===== src/rtl/muldiv_unit.sv =====
// Iterative RV32M multiply/divide unit: one shift-add or restoring-subtract step per cycle,
// with valid/ready handshakes toward the issue stage and the result consumer.
module muldiv_unit #(
  parameter int WIDTH = 32
) (
  input  logic             clk,
  input  logic             rst_n,
  input  logic             flush,
  input  logic             in_valid,
  output logic             in_ready,
  input  logic [2:0]       funct3,
  input  logic [WIDTH-1:0] rs1_data,
  input  logic [WIDTH-1:0] rs2_data,
  output logic             out_valid,
  input  logic             out_ready,
  output logic [WIDTH-1:0] out_result,
  output logic             busy
);

  localparam int CNT_W = $clog2(WIDTH + 1);
  localparam logic [CNT_W-1:0] LAST_CNT = CNT_W'(WIDTH - 1);
  localparam logic [WIDTH-1:0] MIN_NEG = {1'b1, {(WIDTH-1){1'b0}}};

  typedef enum logic [1:0] {IDLE, CALC, FIX, DONE} state_t;

  state_t r_state;
  state_t w_next;

  logic [2:0]         r_op;
  logic               r_neg;
  logic [CNT_W-1:0]   r_cnt;
  logic [WIDTH-1:0]   r_hi;
  logic [WIDTH-1:0]   r_lo;
  logic [WIDTH-1:0]   r_b;
  logic [WIDTH-1:0]   r_result;
  logic               r_out_valid;

  logic               w_a_signed;
  logic               w_b_signed;
  logic               w_a_neg;
  logic               w_b_neg;
  logic [WIDTH-1:0]   w_a_mag;
  logic [WIDTH-1:0]   w_b_mag;
  logic               w_res_neg;
  logic               w_div_zero;
  logic               w_ovf;
  logic               w_special;
  logic [WIDTH-1:0]   w_special_res;
  logic [WIDTH:0]     w_sum;
  logic [WIDTH:0]     w_shift;
  logic [WIDTH:0]     w_diff;
  logic [2*WIDTH-1:0] w_prod;
  logic [2*WIDTH-1:0] w_prod_s;
  logic [WIDTH-1:0]   w_quo_s;
  logic [WIDTH-1:0]   w_rem_s;
  logic [WIDTH-1:0]   w_fix_res;

  assign in_ready   = (r_state == IDLE) & ~flush;
  assign busy       = (r_state != IDLE);
  assign out_valid  = r_out_valid;
  assign out_result = r_result;

  // Operand decode at accept: signedness, magnitudes and sign of the final result.
  assign w_a_signed = (funct3 == 3'b001) | (funct3 == 3'b010) |
                      (funct3 == 3'b100) | (funct3 == 3'b110);
  assign w_b_signed = (funct3 == 3'b001) | (funct3 == 3'b100) | (funct3 == 3'b110);
  assign w_a_neg    = w_a_signed & rs1_data[WIDTH-1];
  assign w_b_neg    = w_b_signed & rs2_data[WIDTH-1];
  assign w_a_mag    = w_a_neg ? -rs1_data : rs1_data;
  assign w_b_mag    = w_b_neg ? -rs2_data : rs2_data;
  assign w_res_neg  = (funct3[2] & funct3[1]) ? w_a_neg : (w_a_neg ^ w_b_neg);

  assign w_div_zero = funct3[2] & (rs2_data == '0);
  assign w_ovf      = funct3[2] & ~funct3[0] & (rs1_data == MIN_NEG) & (rs2_data == '1);
  assign w_special  = w_div_zero | w_ovf;

  always_comb begin
    w_special_res = '0;
    if (w_div_zero) begin
      w_special_res = funct3[1] ? rs1_data : '1;
    end else begin
      w_special_res = funct3[1] ? '0 : MIN_NEG;
    end
  end

  // r_hi/r_lo hold product high/low halves, or remainder/quotient while dividing.
  assign w_sum   = {1'b0, r_hi} + (r_lo[0] ? {1'b0, r_b} : '0);
  assign w_shift = {r_hi, r_lo[WIDTH-1]};
  assign w_diff  = w_shift - {1'b0, r_b};

  assign w_prod   = {r_hi, r_lo};
  assign w_prod_s = r_neg ? -w_prod : w_prod;
  assign w_quo_s  = r_neg ? -r_lo : r_lo;
  assign w_rem_s  = r_neg ? -r_hi : r_hi;

  always_comb begin
    w_fix_res = '0;
    case (r_op)
      3'b000:                 w_fix_res = w_prod_s[WIDTH-1:0];
      3'b001, 3'b010, 3'b011: w_fix_res = w_prod_s[2*WIDTH-1:WIDTH];
      3'b100, 3'b101:         w_fix_res = w_quo_s;
      default:                w_fix_res = w_rem_s;
    endcase
  end

  always_ff @(posedge clk or negedge rst_n) begin
    if (!rst_n) begin
      r_state <= IDLE;
    end else begin
      r_state <= w_next;
    end
  end

  always_comb begin
    w_next = r_state;
    if (flush) begin
      w_next = IDLE;
    end else begin
      case (r_state)
        IDLE:    if (in_valid) w_next = w_special ? DONE : CALC;
        CALC:    if (r_cnt == LAST_CNT) w_next = FIX;
        FIX:     w_next = DONE;
        DONE:    if (r_out_valid & out_ready) w_next = IDLE;
        default: w_next = IDLE;
      endcase
    end
  end

  // out_valid rises on the edge after DONE is entered and drops on the handshake.
  always_ff @(posedge clk or negedge rst_n) begin
    if (!rst_n) begin
      r_op        <= '0;
      r_neg       <= 1'b0;
      r_cnt       <= '0;
      r_hi        <= '0;
      r_lo        <= '0;
      r_b         <= '0;
      r_result    <= '0;
      r_out_valid <= 1'b0;
    end else if (flush) begin
      r_cnt       <= '0;
      r_out_valid <= 1'b0;
    end else begin
      case (r_state)
        IDLE: begin
          if (in_valid) begin
            r_op  <= funct3;
            r_neg <= w_res_neg;
            r_cnt <= '0;
            r_hi  <= '0;
            if (funct3[2]) begin
              r_lo <= w_a_mag;
              r_b  <= w_b_mag;
            end else begin
              r_lo <= w_b_mag;
              r_b  <= w_a_mag;
            end
            if (w_special) r_result <= w_special_res;
          end
        end
        CALC: begin
          r_cnt <= r_cnt + CNT_W'(1);
          if (r_op[2]) begin
            if (!w_diff[WIDTH]) begin
              r_hi <= w_diff[WIDTH-1:0];
              r_lo <= {r_lo[WIDTH-2:0], 1'b1};
            end else begin
              r_hi <= w_shift[WIDTH-1:0];
              r_lo <= {r_lo[WIDTH-2:0], 1'b0};
            end
          end else begin
            r_hi <= w_sum[WIDTH:1];
            r_lo <= {w_sum[0], r_lo[WIDTH-1:1]};
          end
        end
        FIX: begin
          r_result <= w_fix_res;
        end
        DONE: begin
          if (!r_out_valid) begin
            r_out_valid <= 1'b1;
          end else if (out_ready) begin
            r_out_valid <= 1'b0;
          end
        end
        default: ;
      endcase
    end
  end

endmodule


===== config.mk =====
export PLATFORM = sky130hd
export DESIGN_NAME = muldiv_unit
export DESIGN_NICKNAME = d
export VERILOG_FILES = /design/src/rtl/muldiv_unit.sv
export SDC_FILE = /design/constraint.sdc
export NUM_CORES = 1
export LEC_CHECK = 0
export ABC_AREA = 1
export ABC_CLOCK_PERIOD_IN_PS = 4160
export BUFFER_PORTS_ARGS = -buffer_cell sky130_fd_sc_hd__buf_2
export CAP_MARGIN = 20
export CORE_MARGIN = 1.5
export CORE_UTILIZATION = 45
export CTS_BUF_LIST = sky130_fd_sc_hd__clkbuf_8
export DETAILED_ROUTE_END_ITERATION = 8
export GPL_ROUTABILITY_DRIVEN = 0
export PLACE_DENSITY = 0.68
export SETUP_SLACK_MARGIN = 0.1
export SYNTH_ARGS = -nofsm -noshare
export SYNTH_HDL_FRONTEND = slang
export SYNTH_SLANG_ARGS = --single-unit

===== constraint.sdc =====
create_clock -name clk -period 4.16 [get_ports clk]
set_clock_uncertainty 0.05 [all_clocks]
set_input_delay 0.416 -clock clk [delete_from_list [all_inputs] [get_ports clk]]
set_output_delay 0.416 -clock clk [all_outputs]
set_load 0.005 [all_outputs]

==> out/results.ini <==
[die]
chipWidth_um = 203
dieArea_um2 = 41300
coreArea_um2 = 39600
fp-row-count = 73
die_h_um = 203
start_util_pct = 45.6
io_pins = 107

[final_layout]
nFillCells = 4305
finalNetCount = 3402
drive_gt1_share_pct = 8.17
instances_no_fill = 3792
fin_util_pct = 48.9
area_growth_pct = 7.28
antennaDiodeCount = 0

[synthesis]
synth_edf_count = 0
synth_top_area_share_pct = 20.5
syn_inst = 3206
synth_area_leaders = nand2_1 20%, dfrtp_1 20%, nand3_1 9.9%
synth_seq_area_share_pct = 19.5
yosys.area.top_type = nand2_1
netlist_area_um2 = 18100
yosys.cell_types.count = 57
async_flop_share_pct = 100
synth-main-ff-cell = dfrtp_1
synth_most_common_cell = nand2_1
synth_area_per_cell_um2 = 5.63
synth_nets = 3354
ys_ff_latch = 141
yosysWarnings = 0
synth_common_cells = 984 x nand2_1, 417 x inv_1, 388 x nor2_1

[hold_path]
hold_end = out_valid
hp-class = primary input to register
hp-start = out_ready
min_path_cells = 4

[timing]
period_needed_ns = 3.21
whs_ns = 0.136
hold_viol_final = 0
tightest_slew_ns = 0.901
fin_crit_sh_pct = 77.1
slew_headroom_pct = 39.9
drv_slew = 0
rsz0062_at_grt = false
setup_viol = 0
setup_ws_ns = 0.953
fmax_mhz = 312
setup_tns_ns = 0

[worst_setup_path]
rrSetupSlack_ns = 0.95
cp.arrival_ns = 3.60
r2r-start = r_state[0]
critPathLaunchType = register
path_max_fanout = 65
endpoint_kind = register
path_class = register to register
worstRegToRegCells = 10
worst_ep_required_time_ns = 4.55
r2r_end = r_lo[26]

[detailed_routing]
avgRoutedWirePerCell_um = 19.9
dr.pass1.iters = 6
vias = 22600
wl_met2_um = 31600
ant_nets = 0
routed_wl_um = 75500
drc_errors = 0
drt_iter0_markers = 2922
wl_met1_um = 29100
viasPerCell = 5.95
wl_met3_um = 9340
routed.top_layer = met5

[global_route]
grt_pass1_wl_um = 116000
grt_pass1_vias = 20600
grt_start_max_net_pins = 79
antenna_found_initial = 3
grt.overflow.total = 0
grt_util_all_layers_pct = 36.3

[pwr]
power_leakage_nw = 10.2
power_density_nw_per_um2 = 828
ir_drop_mv = 0.368

[place]
dp_hpwl_um = 60300
pre_cts_ws_ns = 1.09
post-place-cells = 3759
io_buffers = 106

[clocking]
clock_latency_ns = 0.52
cts_max_level = 4
cts_root_buf = clkbuf_8
cts_resized = 0
cts.sinks = 141
clkTransAtPathRegs_ns = 0.10
tritoncts = built
cts_buffer_depth = 2
cts_setup_buffers = 0
cts_buffers = 17

[outcome]
status = complete, no violations

[run]
max_cap_viol_count = 0

==> stage by stage <==
step                      cell area (um2)  power [mW]
final                               19400        16.0
after global routing                19400        17.3
after CTS                           19400        15.5
after detailed placement            18900        14.3
after global placement              18900        14.1
after floorplan                     18100        10.7
==> per-layer routing <==
layer,GRT usage (%),vias to the layer above
li1,-,10500
met1,46.5,10300
met2,54.6,1505
met3,9.22,314
met4,22.4,6
met5,0,-
==> worst max-delay path, cell delays in order (launching register included) <==
cell     delay (ns)
dfrtp_1        0.42
inv_1          0.09
ha_1           0.25
inv_1          0.22
nor2_1         0.10
nand2_2        0.40
inv_2          0.36
a31oi_4        0.27
buf_4          0.61
nor2_1         0.10
a22oi_1        0.19
==> worst max path at each step <==
| stage | start | endpoint | slack [ns] | cells after the start |
|---|---|---|---|---|
| after global placement | funct3[2] | r_lo[12] | 1.12 | 12 |
| after CTS | r_lo[31] | r_hi[17] | 1.05 | 17 |
| after floorplan | r_lo[0] | r_hi[15] | 1.55 | 21 |
| final | r_state[0] | r_lo[26] | 0.95 | 10 |
| after global routing | r_state[0] | r_lo[21] | 0.69 | 10 |
| after detailed placement | r_lo[31] | r_hi[19] | 1.09 | 17 |
==> layout by cell type, fill, tap and decap left out, types with 7 or more instances in the layout <==
| cell type | synthesis | layout |
|---|---|---|
| nor2_2 | 13 | 13 |
| nor2_1 | 388 | 388 |
| o21ai_1 | 16 | 16 |
| o21ai_0 | 192 | 192 |
| dfrtp_1 | 141 | 139 |
| nand2_2 | 32 | 32 |
| nand2_1 | 984 | 984 |
| or2_2 | 13 | 13 |
| inv_1 | 417 | 417 |
| nand3b_1 | 13 | 13 |
| clkbuf_8 | 0 | 17 |
| buf_2 | 33 | 105 |
| o21bai_1 | 9 | 9 |
| o221ai_1 | 10 | 10 |
| xor2_1 | 46 | 46 |
| inv_2 | 7 | 7 |
| nand3_1 | 356 | 356 |
| a22oi_1 | 20 | 20 |
| buf_4 | 3 | 24 |
| nor3_1 | 34 | 34 |
| xnor2_1 | 12 | 12 |
| a21oi_1 | 177 | 176 |
| ha_1 | 74 | 74 |
| nand4_1 | 35 | 35 |
| nand3_2 | 8 | 8 |
| o211ai_1 | 30 | 30 |
| a21oi_2 | 6 | 7 |
| a31oi_1 | 10 | 10 |
==> area by class of cell <==
type | instances | area (um2) | share of cell area [%]
Multi-Input combinational cell | 2535 | 12400 | 64.1
Sequential cell | 141 | 3530 | 18.2
Inverter | 427 | 1600 | 8.28
Timing Repair Buffer | 132 | 747 | 3.86
Tap cell | 525 | 657 | 3.39
Clock buffer | 17 | 234 | 1.21
Clock inverter | 15 | 188 | 0.969
==> where the power goes <==
group          total, mW  internal, mW  switching, mW
clock               1.20         0.463          0.739
sequential          3.09          1.96           1.13
combinational       11.8          3.59           8.17
total               16.0          6.01           10.0
==> repair_timing <==
item / in CTS / in global routing
endpoints found under the hold margin: 76 / 0
hold buffers: 1 / 0
setup endpoints to repair: 0 / 0
==> flip-flops by register name, summed over array words and instances, names as in the netlist <==
signal	flops
r_b	32
r_state	2
r_hi	32
out_result	32
r_op	3
r_lo	32
r_cnt	6
r_neg	1
out_valid	1
==> logic make-up after synthesis <==
group	after synthesis	share of synthesized area, %
buf+inv	530	11.8
flops	141	19.5
fa+ha+maj	76	5.35
simple gates	1901	44.9
xor+xnor	58	2.81
compound gates	500	15.7
(Power assumes the default switching activity.)
